$ cat src/rtl/e_muldiv_unit.sv
// e_muldiv_unit: execute-stage iterative multiply/divide unit with HI/LO.
// Shift-add multiply and restoring divide, one step per cycle, followed by
// one sign-fixup cycle that writes HI/LO.
// Optional feature macro: EX_MD_EARLY_OUT_EN (multiply early termination).
// Ports:
//   i_clk, i_nrst       clock, synchronous active-low reset
//   i_valid             execute-stage instruction is not a bubble
//   i_con_mdop          op code (1 MULT, 2 MULTU, 3 DIV, 4 DIVU,
//                       5 MFHI, 6 MFLO, 7 MTHI, 8 MTLO, others NOP)
//   i_data_a, i_data_b  forwarded rs / rt
//   i_con_flush         abort in-flight op
//   o_con_stall         hold upstream stages (combinational)
//   o_data_mfres        HI/LO for MFHI/MFLO (combinational)
//   o_con_busy          unit not idle
//   o_con_done          one-cycle pulse after a mul/div writes HI/LO
//   o_data_hi, o_data_lo architectural HI/LO
module e_muldiv_unit #(
    parameter int unsigned DATA_W = 32,
    parameter int unsigned CNT_W  = $clog2(DATA_W + 1)
) (
    input  logic              i_clk,
    input  logic              i_nrst,
    input  logic              i_valid,
    input  logic [3:0]        i_con_mdop,
    input  logic [DATA_W-1:0] i_data_a,
    input  logic [DATA_W-1:0] i_data_b,
    input  logic              i_con_flush,
    output logic              o_con_stall,
    output logic [DATA_W-1:0] o_data_mfres,
    output logic              o_con_busy,
    output logic              o_con_done,
    output logic [DATA_W-1:0] o_data_hi,
    output logic [DATA_W-1:0] o_data_lo
);

    localparam int unsigned PROD_W = 2 * DATA_W;

    localparam logic [3:0] OP_MULT  = 4'd1;
    localparam logic [3:0] OP_MULTU = 4'd2;
    localparam logic [3:0] OP_DIV   = 4'd3;
    localparam logic [3:0] OP_DIVU  = 4'd4;
    localparam logic [3:0] OP_MFHI  = 4'd5;
    localparam logic [3:0] OP_MFLO  = 4'd6;
    localparam logic [3:0] OP_MTHI  = 4'd7;
    localparam logic [3:0] OP_MTLO  = 4'd8;

    typedef enum logic [1:0] {
        S_IDLE = 2'd0,
        S_MUL  = 2'd1,
        S_DIV  = 2'd2,
        S_FIX  = 2'd3
    } state_t;

    state_t              state;
    logic [CNT_W-1:0]    cnt;
    logic [PROD_W-1:0]   acc;        // product accumulator, filled from the top
    logic [DATA_W-1:0]   opb;        // multiplicand / divisor magnitude
    logic [DATA_W-1:0]   opq;        // multiplier, or dividend shifting into quotient
    logic [DATA_W-1:0]   rem;
    logic                sign_res;
    logic                sign_rem;
    logic                is_div;

    logic                md_op;
    logic                issue;
    logic                signed_op;
    logic [DATA_W-1:0]   a_mag;
    logic [DATA_W-1:0]   b_mag;
    logic [CNT_W-1:0]    cnt_dec;
    logic [DATA_W:0]     mul_sum;
    logic [PROD_W-1:0]   acc_step;
    logic [DATA_W-1:0]   opq_shr;
    logic                mul_last;
    logic [DATA_W:0]     rem_sh;
    logic                div_ge;
    logic [DATA_W-1:0]   rem_step;
    logic [DATA_W-1:0]   quo_step;
    logic [PROD_W-1:0]   prod;
    logic [PROD_W-1:0]   prod_fix;
    logic [DATA_W-1:0]   quo_fix;
    logic [DATA_W-1:0]   rem_fix;

    // Issue/stall decode and the datapath for one mul/div step and the fixup
    always_comb begin
        md_op       = (i_con_mdop >= OP_MULT) && (i_con_mdop <= OP_MTLO);
        o_con_stall = o_con_busy && i_valid && md_op;
        issue       = i_valid && md_op && !o_con_stall && !i_con_flush;

        signed_op = (i_con_mdop == OP_MULT) || (i_con_mdop == OP_DIV);
        a_mag     = (signed_op && i_data_a[DATA_W-1]) ? -i_data_a : i_data_a;
        b_mag     = (signed_op && i_data_b[DATA_W-1]) ? -i_data_b : i_data_b;

        cnt_dec  = cnt - CNT_W'(1);
        // Carry out of the upper-half add becomes the new accumulator MSB
        mul_sum  = {1'b0, acc[PROD_W-1:DATA_W]} + (opq[0] ? {1'b0, opb} : '0);
        acc_step = {mul_sum, acc[DATA_W-1:1]};
        opq_shr  = opq >> 1;
`ifdef EX_MD_EARLY_OUT_EN
        mul_last = (cnt_dec == '0) || (opq_shr == '0);
`else
        mul_last = (cnt_dec == '0);
`endif

        rem_sh   = {rem, opq[DATA_W-1]};
        div_ge   = rem_sh >= {1'b0, opb};
        rem_step = div_ge ? (rem_sh[DATA_W-1:0] - opb) : rem_sh[DATA_W-1:0];
        quo_step = {opq[DATA_W-2:0], div_ge};

`ifdef EX_MD_EARLY_OUT_EN
        // Early exit leaves the partial product cnt places too high
        prod = acc >> cnt;
`else
        prod = acc;
`endif
        prod_fix = sign_res ? -prod : prod;
        // Divide by zero keeps the all-ones quotient; remainder fixup restores the dividend
        quo_fix  = (sign_res && (opb != '0)) ? -opq : opq;
        rem_fix  = sign_rem ? -rem : rem;

        o_data_mfres = '0;
        if (i_valid && (i_con_mdop == OP_MFHI)) begin
            o_data_mfres = o_data_hi;
        end else if (i_valid && (i_con_mdop == OP_MFLO)) begin
            o_data_mfres = o_data_lo;
        end
    end

    // Control FSM, iteration registers and HI/LO
    always_ff @(posedge i_clk) begin
        if (!i_nrst) begin
            state      <= S_IDLE;
            cnt        <= '0;
            acc        <= '0;
            opb        <= '0;
            opq        <= '0;
            rem        <= '0;
            sign_res   <= 1'b0;
            sign_rem   <= 1'b0;
            is_div     <= 1'b0;
            o_con_busy <= 1'b0;
            o_con_done <= 1'b0;
            o_data_hi  <= '0;
            o_data_lo  <= '0;
        end else begin
            o_con_done <= 1'b0;
            if (i_con_flush) begin
                state      <= S_IDLE;
                o_con_busy <= 1'b0;
            end else begin
                case (state)
                    S_IDLE: begin
                        if (issue) begin
                            case (i_con_mdop)
                                OP_MULT, OP_MULTU, OP_DIV, OP_DIVU: begin
                                    is_div     <= (i_con_mdop == OP_DIV) || (i_con_mdop == OP_DIVU);
                                    acc        <= '0;
                                    rem        <= '0;
                                    opq        <= (i_con_mdop == OP_DIV || i_con_mdop == OP_DIVU) ? a_mag : b_mag;
                                    opb        <= (i_con_mdop == OP_DIV || i_con_mdop == OP_DIVU) ? b_mag : a_mag;
                                    sign_res   <= signed_op && (i_data_a[DATA_W-1] ^ i_data_b[DATA_W-1]);
                                    sign_rem   <= signed_op && i_data_a[DATA_W-1];
                                    cnt        <= CNT_W'(DATA_W);
                                    o_con_busy <= 1'b1;
                                    state      <= (i_con_mdop == OP_DIV || i_con_mdop == OP_DIVU) ? S_DIV : S_MUL;
                                end
                                OP_MTHI: o_data_hi <= i_data_a;
                                OP_MTLO: o_data_lo <= i_data_a;
                                default: ;
                            endcase
                        end
                    end
                    S_MUL: begin
                        acc <= acc_step;
                        opq <= opq_shr;
                        cnt <= cnt_dec;
                        if (mul_last) begin
                            state <= S_FIX;
                        end
                    end
                    S_DIV: begin
                        rem <= rem_step;
                        opq <= quo_step;
                        cnt <= cnt_dec;
                        if (cnt_dec == '0) begin
                            state <= S_FIX;
                        end
                    end
                    S_FIX: begin
                        if (is_div) begin
                            o_data_hi <= rem_fix;
                            o_data_lo <= quo_fix;
                        end else begin
                            o_data_hi <= prod_fix[PROD_W-1:DATA_W];
                            o_data_lo <= prod_fix[DATA_W-1:0];
                        end
                        o_con_done <= 1'b1;
                        o_con_busy <= 1'b0;
                        state      <= S_IDLE;
                    end
                    default: state <= S_IDLE;
                endcase
            end
        end
    end

endmodule

$ cat config.mk
export PLATFORM = sky130hd
export DESIGN_NAME = e_muldiv_unit
export DESIGN_NICKNAME = d
export VERILOG_FILES = /design/src/rtl/e_muldiv_unit.sv
export SDC_FILE = /design/constraint.sdc
export NUM_CORES = 1
export LEC_CHECK = 0
export CORE_UTILIZATION = 60
export DETAILED_ROUTE_END_ITERATION = 8
export PLACE_DENSITY = 0.85
export SLEW_MARGIN = 20
export SYNTH_ARGS = -nofsm -noshare
export SYNTH_HDL_FRONTEND = slang
export SYNTH_SLANG_ARGS = --single-unit
$ cat constraint.sdc
create_clock -name i_clk -period 6.35 [get_ports i_clk]
set_input_delay 0.9525 -clock i_clk [delete_from_list [all_inputs] [get_ports i_clk]]
set_output_delay 0.9525 -clock i_clk [all_outputs]
set_load 0.01 [all_outputs]
Word-level counts from Yosys, hierarchy flattened:

Cells that the tools add are included.

* equality and inequality tests: 16
* $add $sub $neg: 8
* bitwise logic cells: 3
* $lt $le $gt $ge: 3
* muxes and demuxes: 40
* reduce and logical (&&, ||, !) cells: 36

Operators with widths (number)
* 32-bit 2-to-1 mux: 20
* 64-bit 2-to-1 mux: 3
* 32-bit one-hot mux with 2 select lines: 3
* 32-bit negation: 4
* 64-bit one-hot mux with 2 select lines: 1
* 32-bit one-hot mux with 3 select lines: 1
* 64-bit negation: 1
* 32-bit by 32-bit adder with 33-bit output: 1
* 33-bit by 32-bit >= comparator with 1-bit output: 1
* 32-bit nonzero test: 1
* 32-bit subtractor: 1
* 4-bit AND reduction: 7
* 4-bit by 3-bit equality test with 1-bit output (second input constant): 4
* 1-bit logical AND: 12
* 6-bit 2-to-1 mux: 2
* 6-bit one-hot mux with 2 select lines: 1
* 4-bit by 2-bit equality test with 1-bit output (second input constant): 2
* 2-bit 2-to-1 mux: 4
* 2-bit by 1-bit inequality test with 1-bit output (second input constant): 4
* 2-bit nonzero test: 4
* 6-bit zero test: 1
* 2-bit one-hot mux with 3 select lines: 1
* 3-bit AND reduction: 2
* 6-bit by 1-bit subtractor with 6-bit output (second input constant): 1
* other kinds (17): 24

* output and inout port bits: 99
* register bits after elaboration: 237
* bits of input ports: 72
* logic and storage cells: 119

Longest topological paths before layout:

Gate-level depths: netlist of the first run.

* depth after elaboration: 8
* mapped depth: 14
* depth with buffers taken out: 13

Least setup slack after synthesis of the first run:

OpenSTA, ideal clock, no wires.

* path kind: input to register
* start: in i_data_a[19]
* end: reg opq[28]
* buffers on the path: 0
* required time: 6.280 ns
* arrival: 3.256 ns
* cell stages on the path: 9
* slack: 3.024 ns
* library setup time: 0.070 ns
* cell sequence: or4_1 > or4_1 > or2_2 > o41ai_1 > xor2_1 > nand2_1 > a21oi_1 > or3_1 > a21oi_1

* word-level cells in the longest chain between the ends: 6

Ends and longest elaborated chain
* start, declared: RTL line 25 `input logic [DATA_W-1:0] i_data_a,`
* 32-bit negation: RTL line 90 `a_mag = (signed_op && i_data_a[DATA_W-1]) ? -i_data_a : i_data_a;`
* 32-bit 2-to-1 mux: RTL line 90
* 32-bit 2-to-1 mux: RTL line 158 `opq <= (i_con_mdop == OP_DIV || i_con_mdop == OP_DIVU) ? a_mag : b_mag;`
* 32-bit 2-to-1 mux: RTL line 153 `case (i_con_mdop)`
* 32-bit 2-to-1 mux: RTL line 152 `if (issue) begin`
* 32-bit one-hot mux with 3 select lines: RTL line 150 `case (state)`
* end signal, assigned: RTL line 158
* end signal, assigned: RTL line 174 `opq <= opq_shr;`
* end signal, assigned: RTL line 182 `opq <= quo_step;`
* end, declared: RTL line 58 `logic [DATA_W-1:0] opq;`

Every way passes these cells. The select of a mux whose other input is x is not followed.
A chain may end at the register's enable or synchronous reset.

Worst setup path in the final report of the first run:

* start: in i_con_mdop[3]
* end: out o_data_mfres[23]

* word-level cells in the longest chain between the ends: 4
* elaborated cells on any way between the ends: 6
* those cells by class: 2 x eq/ne; 2 x mux; 2 x reduce/logical

Ends and longest elaborated chain
* start, declared: RTL line 24 `input logic [3:0] i_con_mdop,`
* 4-bit by 3-bit equality test with 1-bit output: RTL line 123 `end else if (i_valid && (i_con_mdop == OP_MFLO)) begin`
* 1-bit logical AND: RTL line 123
* 32-bit 2-to-1 mux: RTL line 123
* 32-bit 2-to-1 mux *: RTL line 121 `if (i_valid && (i_con_mdop == OP_MFHI)) begin`
* end, declared: RTL line 29 `output logic [DATA_W-1:0] o_data_mfres,`

Mark *: on every way between the ends. The rest lies on a longest branch, timed or not.

==> results of run 1 <==
final cells by class:
cell class	instances	area [um2]	area share, %
clock buffers	32	724.4	3.414
flip-flops and latches	237	4747	22.37
inverters	82	310.3	1.462
well taps	390	488.0	2.300
clock inverters	16	290.3	1.368
multi-input cells	2012	12770	60.17
repair buffers	196	1892	8.916
critical path, delay by kind of cell:
kind                   cells  cell delay [ns]
AOI/OAI and AO/OA          1             0.23
buffers and inverters      2             1.08
and+or+nand+nor            2             0.98
cell usage in the layout, fill, tap and decap left out, drive strengths merged, types with 32 or more instances in the layout:
cell type / count
a211oi: 32
nand3: 74
dfxtp: 237
ha: 75
a21o: 33
a21oi: 239
a22o: 38
clkdlybuf4s50: 169
o211ai: 61
a31oi: 36
mux2i: 39
xor2: 97
inv: 82
nand2: 307
nor2: 186
xnor2: 136
o21ai: 218
clkbuf: 32
nor3: 35
o31ai: 55
logic make-up after synthesis:
logic type,Yosys count,share of synthesized area [%]
AO/OA/AOI/OAI,870,30.34
XOR/XNOR,233,11.07
buffers and inverters,261,5.387
adder cells (fa/ha/maj),77,5.306
multiplexers,41,2.239
flip-flops,237,25.73
AND/OR/NAND/NOR,791,19.93
worst paths after layout:
path,from,to,slack (ns),depth (start not counted)
hold reg to reg,opb[17]$_SDFFE_PN0P_,opb[17]$_SDFFE_PN0P_,0.48,2
hold / removal,opb[17]$_SDFFE_PN0P_,opb[17]$_SDFFE_PN0P_,0.48,2
setup / recovery,i_con_mdop[3],o_data_mfres[23],2.14,5
setup reg to reg,acc[8]$_SDFFE_PN0P_,o_data_hi[22]$_SDFFE_PN0P_,2.33,9
flip-flops by register name, indices dropped and copies added (netlist names):
name / count
acc: 64
cnt: 6
is_div: 1
o_con_busy: 1
o_con_done: 1
o_data_hi: 32
o_data_lo: 32
opb: 32
opq: 32
rem: 32
sign_rem: 1
sign_res: 1
state: 2
report_power, final:
| part | internal [mW] | switching (mW) | total (mW) |
|---|---|---|---|
| logic | 0.301 | 0.476 | 0.777 |
| clock network | 1.14 | 0.687 | 1.82 |
| registers | 1.52 | 0.0542 | 1.57 |
per-layer routing:
layer  routed length, um  vias up  global-route usage (%)
met3                7942      335                   8.569
li1                    -     9224                       -
met2               31280     1377                   70.52
met4                5849        0                   30.38
met1               26680     9562                   54.63
met5                   0        -                       0
metrics by stage:
| stage | power, mW | util [%] | setup slack [ns] | hold WS (ns) | std cells |
|---|---|---|---|---|---|
| floorplan | 2.087 | - | 3.024 | 0.4446 | 2510 |
| global placement | 2.332 | 67.44 | 1.926 | 0.4599 | 2917 |
| detailed placement | 2.347 | 67.44 | 1.806 | 0.4683 | 2917 |
| CTS | 4.121 | 70.83 | 1.794 | 0.4762 | 2965 |
| global route | 4.266 | 70.84 | 2.035 | 0.5000 | 2965 |
| finish | 4.169 | 70.84 | 2.141 | 0.4775 | 2965 |
==> metrics.txt, run 1 <==
status completed; average wire per standard cell 24.20 um; crit-path most repeated cell clkdlybuf4s50_1; drt first-iter violations 2,935; CP max-delay cell and4b_2; Worst Tran Pin Value 1.160 ns; Reg clk slew, reported paths 0.06 ns; I/O pin total 171; synth unique cells 82; iteration count of the initial detailed-routing pass 7; n_diodes 0; total track usage 44.54%; chip width 177.3 um; CP cell instances clkdlybuf4s50_1, nor2b_1, and4b_2, a22o_1, clkdlybuf4s50_1; RSZ-0062 raised after global routing false; Initial Util ~62%; GPL Wtd Cong 1.008; layout cell share with drive strength beyond 1 4.311%; # Post-CTS Setup Buffers 0; Tcrit/Tclk final 66.28%; Critical Path Sink Type primary output; Clock Tree Root clkbuf_16; register area share after synthesis 25.73%; biggest area consumer among synthesized cells dfxtp_1; max cap viols 0; post-detailed-route DRC marker count 0; #FFs+latches synth 237; synth cell count leaders 307 x nand2_1, 239 x a21oi_1, 237 x dfxtp_1, 215 x o21ai_0, 186 x nor2_1; Port-buffer cells 170; vias in the first global route around 18,000; worst stage delay on the critical path 0.72 ns; post-synth top area share roughly 26%; CTS Buf Count 27; Leakage 8.119 nW; Cell Area, Synth 18,440 um2; Setup crit start kind primary input; worst hold path class reg2reg; initial antenna violation count 0; Post-Synthesis Cells roughly 2,500; wirelength, routed 71,750 um; yosys warns 0; Critical Path RT 5.40 ns; Highest Clock Rate around 240 MHz; Post-DP Area 20,200 um2; worst-path fanout max 32; Post-synth EDFFs 0; Post-synth top flop dfxtp_1; final net count between 2,000 and 3,000; global-route wire length before repair 108,000 um; Final Hold Fails 0; Longest Clk Path Bufs 3; H-tree depth reported by CTS 1; CTS Sinks 237; fin area 21,220 um2; setup TNS 0 ns; Via density between 6 and 7; Mapped Nets 2,659; grt ovf 0; Die Y approximately 180 um; Syn-to-layout area delta 15.06%; CTS tree built; count leader, synth nand2_1; worst-skew pair later-pin latency 0.57 ns; endpoints failing setup 0; Post-DRT Antenna Nets 0; slew margin rel. 22.65%; Crit Path Class in2out; worst path arrival time ~3.3 ns; site row count 63; fillcell total 2,497; Slew Viols, Final 0; post-CTS sizing 0; CORE AREA roughly 30,000 um2; dpl hpwl between 50,000 and 60,000 um; FFs w/ async S/R, synth 0%; min Tclk post-route 4.209 ns; largest net degree at the start of global routing 71; worst vdd ir 191.3 uV; ranking of synthesized cells by area dfxtp_1 26%, a21oi_1 6.5%, xnor2_1 6.5%; PwrDens slightly below 200 nW/um2; syn_area_per_cell 7.347 um2; skew final 0.03065 ns; die footprint 31,440 um2; routed vias 20,500; count of hold-fix buffers inserted at cts 0
Note: power is estimated with default switching activity, not from simulation.
==> inputs of run 2 (changes only) <==
CORE_UTILIZATION = 54   (was 60)
PLACE_DENSITY = 0.81   (was 0.85)
clock period = 3.4 ns   (was 6.35 ns; I/O delays follow)
==> metrics.txt, run 2 (same netlist as run 1, synthesis figures left out) <==
Biggest register acc; Initial Util 55.00% (-6.6 points); Tcrit/Tclk final 99.09%; commonest non-fill, non-tap cells in the layout 306 x nand2_1, 233 x dfxtp_1, 232 x a21oi_1; final net count 2,868 (+6.0%); Slew Viols, Final 0 (unchanged); Die Y 186.8 um (+5.3%); Critical Path Sink Type flop; hold_sp acc[33]$_SDFFE_PN0P_; Longest Clk Path Bufs 3 (unchanged); Via density 6.652 (-3.8%); Crit Path Class reg2reg; CORE AREA 33,530 um2 (+12%); CP Buf/Inv Count 1 (-1); kind of cell adding the most delay to the critical path simple AND/OR/NAND/NOR gates; slew margin rel. 27.17% (+4.5 points); iteration count of the initial detailed-routing pass 8 (+1); wirelength, routed 73,970 um (+3.1%); drt first-iter violations 2,744 (-6.5%); initial antenna violation count 2 (+2); PwrDens 342.7 nW/um2 (+74%); global-route wire length before repair 111,700 um (+3.5%); area of the multi-input gates 12,880 um2 (+0.88%); Leakage 8.994 nW (+11%); routed vias 21,200 (+3.4%); r2r setup slk 0.03 ns (-2.30 ns); reg2reg path depth 9 (unchanged); CTS tree built; CP max-delay cell or4_1; Hold Path End acc[33]$_SDFFE_PN0P_; chip width 186.8 um (+5.3%); Syn-to-layout area delta 23.18%; site row count 67 (+6.3%); worst path arrival time 3.82 ns (+0.56 ns); layout cell share with drive strength beyond 1 10.77% (+6.5 points); post-detailed-route DRC marker count 0 (unchanged); I/O pin total 171 (unchanged); fillcell total 2,877 (+15%); worst vdd ir 375.6 uV (+96%); die footprint 34,890 um2 (+11%); worst-skew pair later-pin latency 0.57 ns (about the same); total track usage 40.68% (-3.9 points); worst hold path class reg2reg; worst-path fanout max 8 (-75%); Clock Tree Root clkbuf_16; largest net degree at the start of global routing 123 (+73%); H-tree depth reported by CTS 1 (unchanged); commonest non-fill, non-tap cell in the layout nand2_1; dpl hpwl 56,330 um (+5.8%); crit-path most repeated cell or3_1; hold_ws 0.4903 ns (+0.01285 ns); grt ovf 0 (unchanged); max cap viols 0 (unchanged); CTS Buf Count 28 (+3.7%); max reg flops 64 (unchanged); average wire per standard cell 23.21 um (-4.1%); skew final 0.01459 ns (-0.01605 ns); endpoints failing setup 0 (unchanged); min Tclk post-route 3.369 ns; Port-buffer cells 170 (unchanged); Highest Clock Rate 296.8 MHz; GPL Wtd Cong 1.025 (+1.7%); Reg area 4750 um2 (about the same); Worst R2R End o_data_hi[0]$_SDFFE_PN0P_; CTS Sinks 237 (unchanged); critical register-to-register path startpoint acc[10]$_SDFFE_PN0P_; CP cell instances or4_1, or3_1, buf_4, or3_1, o41ai_2, xor2_1, o21ai_0, a21oi_1, nor2_1; status completed; vias in the first global route 19,240 (+4.0%); Reg clk slew, reported paths 0.06 ns (about the same); Worst Tran Pin Value 1.087 ns (-0.07375 ns); WHS Path Cells 2 (unchanged); Post-DRT Antenna Nets 0 (unchanged); n_diodes 0 (unchanged); Setup crit start kind flop; setup TNS 0 ns (unchanged); Critical Path RT 3.86 ns (-1.54 ns); RSZ-0062 raised after global routing true; count of hold-fix buffers inserted at cts 0 (unchanged); Final Hold Fails 0 (unchanged); worst stage delay on the critical path 0.56 ns (-0.16 ns)
run 2: final cells by class:
class / count / area share [%]
Clock buffer: 36 / 3.437
Multi-Input combinational cell: 2012 / 56.70
Inverter: 82 / 1.383
Sequential cell: 237 / 20.91
Clock inverter: 14 / 0.7932
Timing Repair Buffer: 358 / 14.31
Tap cell: 448 / 2.468
run 2: power by group:
part | switching [mW] | internal [mW]
Clock | 1.31 | 1.86
Combinational | 0.989 | 0.719
Sequential | 0.0762 | 2.83
run 2: through the flow:
stage | cell area, um2 | instances | setup slack [ns] | utilization [%] | power, mW
2_1_floorplan | 18440 | 2510 | 0.3294 | - | 3.897
3_3_place_gp | 21570 | 3133 | -0.1541 | 64.33 | 4.516
3_5_place_dp | 21570 | 3133 | -0.1284 | 64.33 | 4.540
4_1_cts | 22530 | 3183 | 0.01512 | 67.20 | 7.652
5_1_grt | 22720 | 3187 | -0.03832 | 67.74 | 7.990
6_report | 22720 | 3187 | 0.03098 | 67.74 | 7.784
run 2: what timing repair did:
action	in CTS	in global routing
endpoints found under the hold margin	0	0
buffers inserted	0	3
pin swaps	0	4
setup endpoints to repair	2	47
resized for setup	2	29
cloned	0	1
run 2: metal layers:
| metal | part of all wire (%) | GRT usage, % | wire [um] |
|---|---|---|---|
| met5 | 0 | 0 | 0 |
| met4 | 7.9 | 27.11 | 5852 |
| met3 | 11 | 7.297 | 8023 |
| met2 | 44 | 63.81 | 32320 |
| met1 | 38 | 51.10 | 27780 |
run 2: tightest hold or removal path: cells and delay by family (launching register included):
kind / cells / cell delay [ns]
flip-flops: 1 / 0.32
AND/OR/NAND/NOR: 1 / 0.07
AO/OA/AOI/OAI: 1 / 0.05
run 2: worst max path at each step:
stage	depth (start not counted)	endpoint	slack [ns]	from
2_1_floorplan	10	o_data_hi[31]$_SDFFE_PN0P_	0.33	acc[19]$_SDFFE_PN0P_
3_3_place_gp	11	opq[28]$_SDFFE_PN0P_	-0.15	i_data_a[21]
3_5_place_dp	11	opq[28]$_SDFFE_PN0P_	-0.13	i_data_a[21]
4_1_cts	12	acc[62]$_SDFFE_PN0P_	0.02	opq[0]$_SDFFE_PN0P_
5_1_grt	13	acc[61]$_SDFFE_PN0P_	-0.04	opq[0]$_SDFFE_PN0P_
6_report	9	o_data_hi[0]$_SDFFE_PN0P_	0.03	acc[10]$_SDFFE_PN0P_
